<file path="src/rtl/bpuf_response_sampler.sv">
// rtl/bpuf_response_sampler.sv - excites a bistable-ring PUF cell and majority-votes its output into a response word
// Each bit: EXCITE -> SETTLE -> SAMPLE (VOTES synchronised samples) -> STORE; DONE pulses after RESP_BITS bits.
module bpuf_response_sampler #(
    parameter int RESP_BITS     = 8,
    parameter int EXCITE_CYCLES = 4,
    parameter int SETTLE_CYCLES = 16,
    parameter int VOTES         = 7
) (
    input  logic                 clk_i,
    input  logic                 rst_i,
    input  logic                 start_i,
    input  logic                 q_in_i,
    output logic                 excite_o,
    output logic                 busy_o,
    output logic                 done_o,
    output logic [RESP_BITS-1:0] response_o,
    output logic [RESP_BITS-1:0] unstable_o
);

    localparam int CW    = $clog2(VOTES + 1);
    localparam int MAXC0 = (EXCITE_CYCLES > SETTLE_CYCLES) ? EXCITE_CYCLES : SETTLE_CYCLES;
    localparam int MAXC  = (MAXC0 > VOTES) ? MAXC0 : VOTES;
    localparam int TW    = $clog2(MAXC + 1);
    localparam int IW    = (RESP_BITS > 1) ? $clog2(RESP_BITS) : 1;

    typedef enum logic [2:0] {
        IDLE,
        EXCITE,
        SETTLE,
        SAMPLE,
        STORE,
        DONE
    } state_t;

    state_t               state_q, state_d;
    logic [TW-1:0]        cnt_q, cnt_d;
    logic [CW-1:0]        ones_q, ones_d;
    logic [IW-1:0]        idx_q, idx_d;
    logic [RESP_BITS-1:0] response_q, response_d;
    logic [RESP_BITS-1:0] unstable_q, unstable_d;
    logic [1:0]           q_sync_q;
    logic                 excite_q, excite_d;
    logic                 vote_one;
    logic                 vote_split;

    assign vote_one   = (ones_q > CW'(VOTES / 2));
    assign vote_split = (ones_q != '0) && (ones_q != CW'(VOTES));

    always_comb begin
        state_d    = state_q;
        cnt_d      = cnt_q;
        ones_d     = ones_q;
        idx_d      = idx_q;
        response_d = response_q;
        unstable_d = unstable_q;
        case (state_q)
            IDLE: begin
                if (start_i) begin
                    response_d = '0;
                    unstable_d = '0;
                    idx_d      = '0;
                    ones_d     = '0;
                    cnt_d      = '0;
                    state_d    = EXCITE;
                end
            end
            EXCITE: begin
                if (cnt_q == TW'(EXCITE_CYCLES - 1)) begin
                    cnt_d   = '0;
                    state_d = SETTLE;
                end else begin
                    cnt_d = cnt_q + TW'(1);
                end
            end
            SETTLE: begin
                if (cnt_q == TW'(SETTLE_CYCLES - 1)) begin
                    cnt_d   = '0;
                    state_d = SAMPLE;
                end else begin
                    cnt_d = cnt_q + TW'(1);
                end
            end
            SAMPLE: begin
                ones_d = ones_q + CW'(q_sync_q[1]);
                if (cnt_q == TW'(VOTES - 1)) begin
                    cnt_d   = '0;
                    state_d = STORE;
                end else begin
                    cnt_d = cnt_q + TW'(1);
                end
            end
            STORE: begin
                for (int i = 0; i < RESP_BITS; i++) begin
                    if (idx_q == IW'(i)) begin
                        response_d[i] = vote_one;
                        unstable_d[i] = vote_split;
                    end
                end
                ones_d = '0;
                if (idx_q == IW'(RESP_BITS - 1)) begin
                    state_d = DONE;
                end else begin
                    idx_d   = idx_q + IW'(1);
                    state_d = EXCITE;
                end
            end
            DONE: begin
                state_d = IDLE;
            end
            default: begin
                state_d = IDLE;
            end
        endcase
    end

    // Drive excite from a flop loaded with the next state so it rises on the start edge without glitching.
    assign excite_d = (state_d == EXCITE);

    always_ff @(posedge clk_i) begin
        if (rst_i) begin
            state_q    <= IDLE;
            cnt_q      <= '0;
            ones_q     <= '0;
            idx_q      <= '0;
            response_q <= '0;
            unstable_q <= '0;
            q_sync_q   <= '0;
            excite_q   <= 1'b0;
        end else begin
            state_q    <= state_d;
            cnt_q      <= cnt_d;
            ones_q     <= ones_d;
            idx_q      <= idx_d;
            response_q <= response_d;
            unstable_q <= unstable_d;
            q_sync_q   <= {q_sync_q[0], q_in_i};
            excite_q   <= excite_d;
        end
    end

    assign excite_o   = excite_q;
    assign busy_o     = (state_q != IDLE);
    assign done_o     = (state_q == DONE);
    assign response_o = response_q;
    assign unstable_o = unstable_q;

endmodule

</file>
<file path="config.mk">
export PLATFORM = sky130hd
export DESIGN_NAME = bpuf_response_sampler
export DESIGN_NICKNAME = d
export VERILOG_FILES = /design/src/rtl/bpuf_response_sampler.sv
export SDC_FILE = /design/constraint.sdc
export NUM_CORES = 1
export LEC_CHECK = 0
export BUFFER_PORTS_ARGS = -buffer_cell sky130_fd_sc_hd__buf_4
export CORE_ASPECT_RATIO = 1.75
export CORE_UTILIZATION = 59
export DETAILED_ROUTE_END_ITERATION = 6
export HOLD_SLACK_MARGIN = 0.06
export PLACE_DENSITY_LB_ADDON = 0.12
export SYNTH_ARGS = -nofsm -noshare
export SYNTH_HDL_FRONTEND = slang
export SYNTH_SLANG_ARGS = --single-unit
</file>
<file path="constraint.sdc">
create_clock -name clk_i -period 2.77 [get_ports clk_i]
set_input_delay 0.4155 -clock clk_i [delete_from_list [all_inputs] [get_ports clk_i]]
set_output_delay 0.4155 -clock clk_i [all_outputs]
set_load 0.01 [all_outputs]
</file>
### Word-level counts from Yosys, hierarchy flattened

Index checks and enable logic that the tools add are counted.

* register bits: 33
* input bits: 4
* output and inout port bits: 19
* word-level logic and storage cells: 106

* add/subtract/negate cells: 3
* $lt $le $gt $ge: 1
* eq/ne operators: 27
* muxes and demuxes: 34
* reduce and logical (&&, ||, !) cells: 19

Operators by type and width (number)
* 8-bit case mux with 2 select lines: 2
* 3-bit AND reduction: 9
* 3-bit 2-to-1 mux: 7
* 5-bit 2-to-1 mux: 4
* 2-bit inequality test, second input constant: 10
* 5-bit case mux with 4 select lines: 1
* 3-bit equality test, second input constant: 6
* 1-bit 2-to-1 mux: 16
* 3-bit case mux with 5 select lines: 1
* 3-bit by 2-bit equality test with 1-bit output, second input constant: 4
* 3-bit by 1-bit equality test with 1-bit output, second input constant: 3
* 3-bit case mux with 3 select lines: 1
* 3-bit nonzero test: 3
* 8-bit 2-to-1 mux: 1
* 3-bit zero test: 2
* 3-bit case mux with 2 select lines: 1
* 5-bit by 1-bit adder with 5-bit output, second input constant: 1
* 5-bit by 2-bit equality test with 1-bit output, second input constant: 1
* 5-bit by 3-bit equality test with 1-bit output, second input constant: 1
* 5-bit by 4-bit equality test with 1-bit output, second input constant: 1
* 2-bit AND reduction: 2
* 4-bit nonzero test: 1
* 3-bit by 1-bit adder with 3-bit output: 1
* 3-bit by 1-bit adder with 3-bit output, second input constant: 1
* 4 further kinds: 4

### Depth between registers and ports, before layout

* depth in word-level cells: 4
* mapped depth: 8
* mapped depth without buffers: 8

### Worst setup path before layout

No wires, ideal clock.

* kind: register to register
* start point: register cnt_q[1]
* end point: register cnt_q[3]
* library setup time: 133 ps
* data arrival time: 1457 ps
* data required time: 2637 ps
* slack: 1180 ps
* cell stages (with the launch flop): 9
* buffers on the path: 0
* period minus slack after synthesis: 1590 ps
* path through: dfxtp_1 ha_1 nand3_1 inv_1 ha_1 nor3b_1 a311o_1 nand3_1 a31oi_1

* cells in the longest elaborated chain, start to end: 3
* elaborated cells on any way between the ends: 8
* classes of those cells: add/sub: 1; eq/ne: 3; mux: 4

Ends and longest elaborated chain
* start, declared: line 36 `logic [TW-1:0] cnt_q, cnt_d;`
* start signal, assigned: line 131 `cnt_q <= cnt_d;`
* 5-bit by 1-bit adder with 5-bit output (tied with other cells): line 72, 80, 89
* 5-bit 2-to-1 mux (on tied branches): line 85, 68, 76
* 5-bit case mux with 4 select lines (*): line 56 `case (state_q)`

Every way passes the cells marked *; elsewhere a longest branch is shown, timed or not.
A chain may end at the register's enable or synchronous reset.

### Final worst setup path

* start point: register state_q[1]
* end point: output port done_o

* cells in the longest elaborated chain, start to end: 1

Ends and longest elaborated chain
* start, declared: line 35 `state_t state_q, state_d;`
* start signal, assigned: line 130 `state_q <= state_d;`
* 3-bit equality test: line 143 `assign done_o = (state_q == DONE);`
* end, declared: line 15 `output logic done_o,`

No other way between the ends.

==> impl_metrics.yaml <==
die:
  dieArea_sq_um: 3100
  start_util_pct: 62.3
  die_h_microns: 72.9
  io_pins: 23
  coreArea_sq_um: 2720
  die_x_microns: 42.5
  num_rows: 25
power_and_ir_drop:
  p_seq_share_pct: 48.2
  p_int_uw: 803
  power_density_nw_per_um2: 517
  p_leak_nw: 0.831
  swShare_pct: 21.2
  pwr-share-clk_pct: 45.1
  p_switching_uw: 215
  comb_power_share_pct: 6.6
  peakVddDrop_mv: 0.656
route:
  drc: 0
  wl_per_cell_microns: 15.3
  num_vias: 1461
  postRouteAntennaNets: 0
  drt_wl_total_microns: 3630
  drt_iter0_markers: 38
  viasPerCell: 6.16
  first_pass_iters: 6
critical_path:
  end_kind: "primary output"
  regToRegStartpoint: "state_q[2]"
  path_buf_inv: 2
  path_class: "reg -> out"
  crit_path_top_delay_cell: "dfxtp_1"
  max_stage_delay_ns: 0.77
  crit_path_cell_trace: "inv_1, and3_1, buf_4"
  rrSetupSlack_ns: 0.84
  cp_top_family: "flip-flops"
  worstPathRequired_ns: 2.35
  regToRegEndpoint: "response_o[5]"
  critPathMaxFanout: 21
  critical_path_arrival_ns: 1.59
  start_kind: "register"
  reg2regPathDepth: 3
timing:
  setup_tns_ns: 0
  hold_viol: 0
  skew_ns: 0.00565
  slew_viol_final: 0
  worstMarginPinSlew_ns: 0.767
  min_period_ns: 2.00
  rsz0062_at_grt: "false"
  setup_viol: 0
  slew_headroom_pct: 48.8
  period_share_pct: 72.3
  fmax_mhz: 500
finish:
  layout_commonest_cell: "dfxtp_1"
  nets: 225
  layout_common_cells: "33 x dfxtp_1, 23 x buf_4, 19 x nor2_1"
  antennaDiodeCount: 0
  syn_to_final_growth_pct: 16.2
  final_util_pct: 72.4
  drive_above_1_share_pct: 17.6
grt:
  grt_pass1_wl_microns: 6290
  grt_pass1_vias: 1451
  grtUsageTotal_pct: 26.4
  antenna_found_initial: 0
  gr-total-overflow: 0
  grt_max_degree: 34
synth:
  netlist_area_sq_um: 1700
  ys_warn_count: 0
  ys_ff_latch: 33
  synth_top_cell_area_share_pct: 39.0
  ys_seq_area_share_pct: 39.0
  ys.flop_type: "dfxtp_1"
  async_flop_share_pct: 0
  synth_edf_count: 0
  postSynthAreaPerCell_sq_um: 8.97
  synthesis.nets: 205
  synth_area_leaders: "dfxtp_1 39%, ha_1 8.9%, mux2i_1 4.7%, nor2_1 4.2%, a21oi_1 4.1%"
  synth_area_leader_cell: "dfxtp_1"
  synthesis.instances: 189
  synth_cell_types: 42
min_path:
  min_to: "q_sync_q[0]"
  hold_start: "q_in_i"
  hp-class: "in -> reg"
  hold_depth: 2
clock_tree:
  cts_buffer_depth: 2
  cts_sinks: 33
  cts_buffers: 5
  cts_tree: "yes"
  cts_resized: 0
  clk_latency_ns: 0.29
  cts_max_level: 2
  clkSlewWorstSetupHoldPaths_ns: 0.07
  cts_hold_buf: 0
  post-cts-setup-buffers: 0
  clockRootBuffer: "clkbuf_8"
run:
  drv_cap: 0
run_status:
  status: "finished, final reports clean"
place:
  dp_hpwl_microns: 2630
  numPortBuffers: 22
  gp_congestion: 0.828
==> state kept, by name, indices dropped and copies added, names as in the netlist <==
register    count
response_o      8
unstable_o      8
cnt_q           5
idx_q           3
ones_q          3
state_q         3
q_sync_q        2
excite_o        1
==> worst max path at each step <==
stage	start	end	slack (ns)	cells after the start
5_1_grt	state_q[2]	response_o[5]	0.62	3
4_1_cts	state_q[1]	done_o	0.77	3
3_5_place_dp	state_q[2]	unstable_o[5]	0.89	4
6_report	state_q[1]	done_o	0.77	3
3_3_place_gp	state_q[2]	unstable_o[5]	0.95	4
2_1_floorplan	cnt_q[1]	cnt_q[3]	1.18	8
==> layer usage <==
| layer | vias to the layer above | share of wire [%] | GRT usage, % | wire (microns) |
|---|---|---|---|---|
| li1 | 716 | - | - | - |
| met1 | 700 | 38 | 26.9 | 1380 |
| met2 | 32 | 56 | 48.2 | 2030 |
| met3 | 13 | 3.1 | 6.44 | 112 |
| met4 | 0 | 3.0 | 13.9 | 108 |
| met5 | - | 0 | 0 | 0 |
==> metrics by stage <==
step           power [mW]  area (sq um)  setup WS (ns)  cells  hold WS, ns
2_1_floorplan       0.549          1700           1.18    189        0.414
3_3_place_gp        0.566          1850          0.952    229        0.429
5_1_grt              1.06          1970          0.618    237        0.355
6_report             1.02          1970          0.768    237        0.347
4_1_cts              1.03          1970          0.770    237        0.349
3_5_place_dp        0.568          1850          0.891    229        0.453
==> cells in the mapped netlist, drive strengths merged, types with 5 or more instances <==
cell	number
nand2	10
buf	6
mux2i	8
o21ai	6
inv	9
nand3	8
nor4b	5
dfxtp	33
a21oi	14
nor2	19
nand3b	8
ha	12
a31oi	5
nor3	8
==> power by group through the flow <==
stage	sequential, mW	clock [mW]	combinational (mW)
after CTS	0.491	0.470	0.0671
final	0.491	0.460	0.0673
after global routing	0.492	0.491	0.0738
after detailed placement	0.502	0	0.0667
after floorplan	0.495	0	0.0542
after global placement	0.501	0	0.0650
==> cell type report <==
| type | instances | area, sq um |
|---|---|---|
| multi-input combinational | 137 | 953 |
| fill | 209 | 751 |
| sequential | 33 | 661 |
| timing repair buffer | 23 | 173 |
| clock buffer | 7 | 86.3 |
| inverter | 9 | 33.8 |
| tap | 27 | 33.8 |
| clock inverter | 1 | 30.0 |
==> cells by family after synthesis <==
| group | synth area share [%] |
|---|---|
| multiplexers | 4.72 |
| XOR/XNOR | 0.517 |
| flip-flops | 39.0 |
| AND/OR/NAND/NOR | 27.8 |
| adder cells (fa/ha/maj) | 8.86 |
| AO/OA/AOI/OAI | 14.3 |
| buffers and inverters | 4.80 |
No activity file was read; power rests on OpenSTA's default activity.
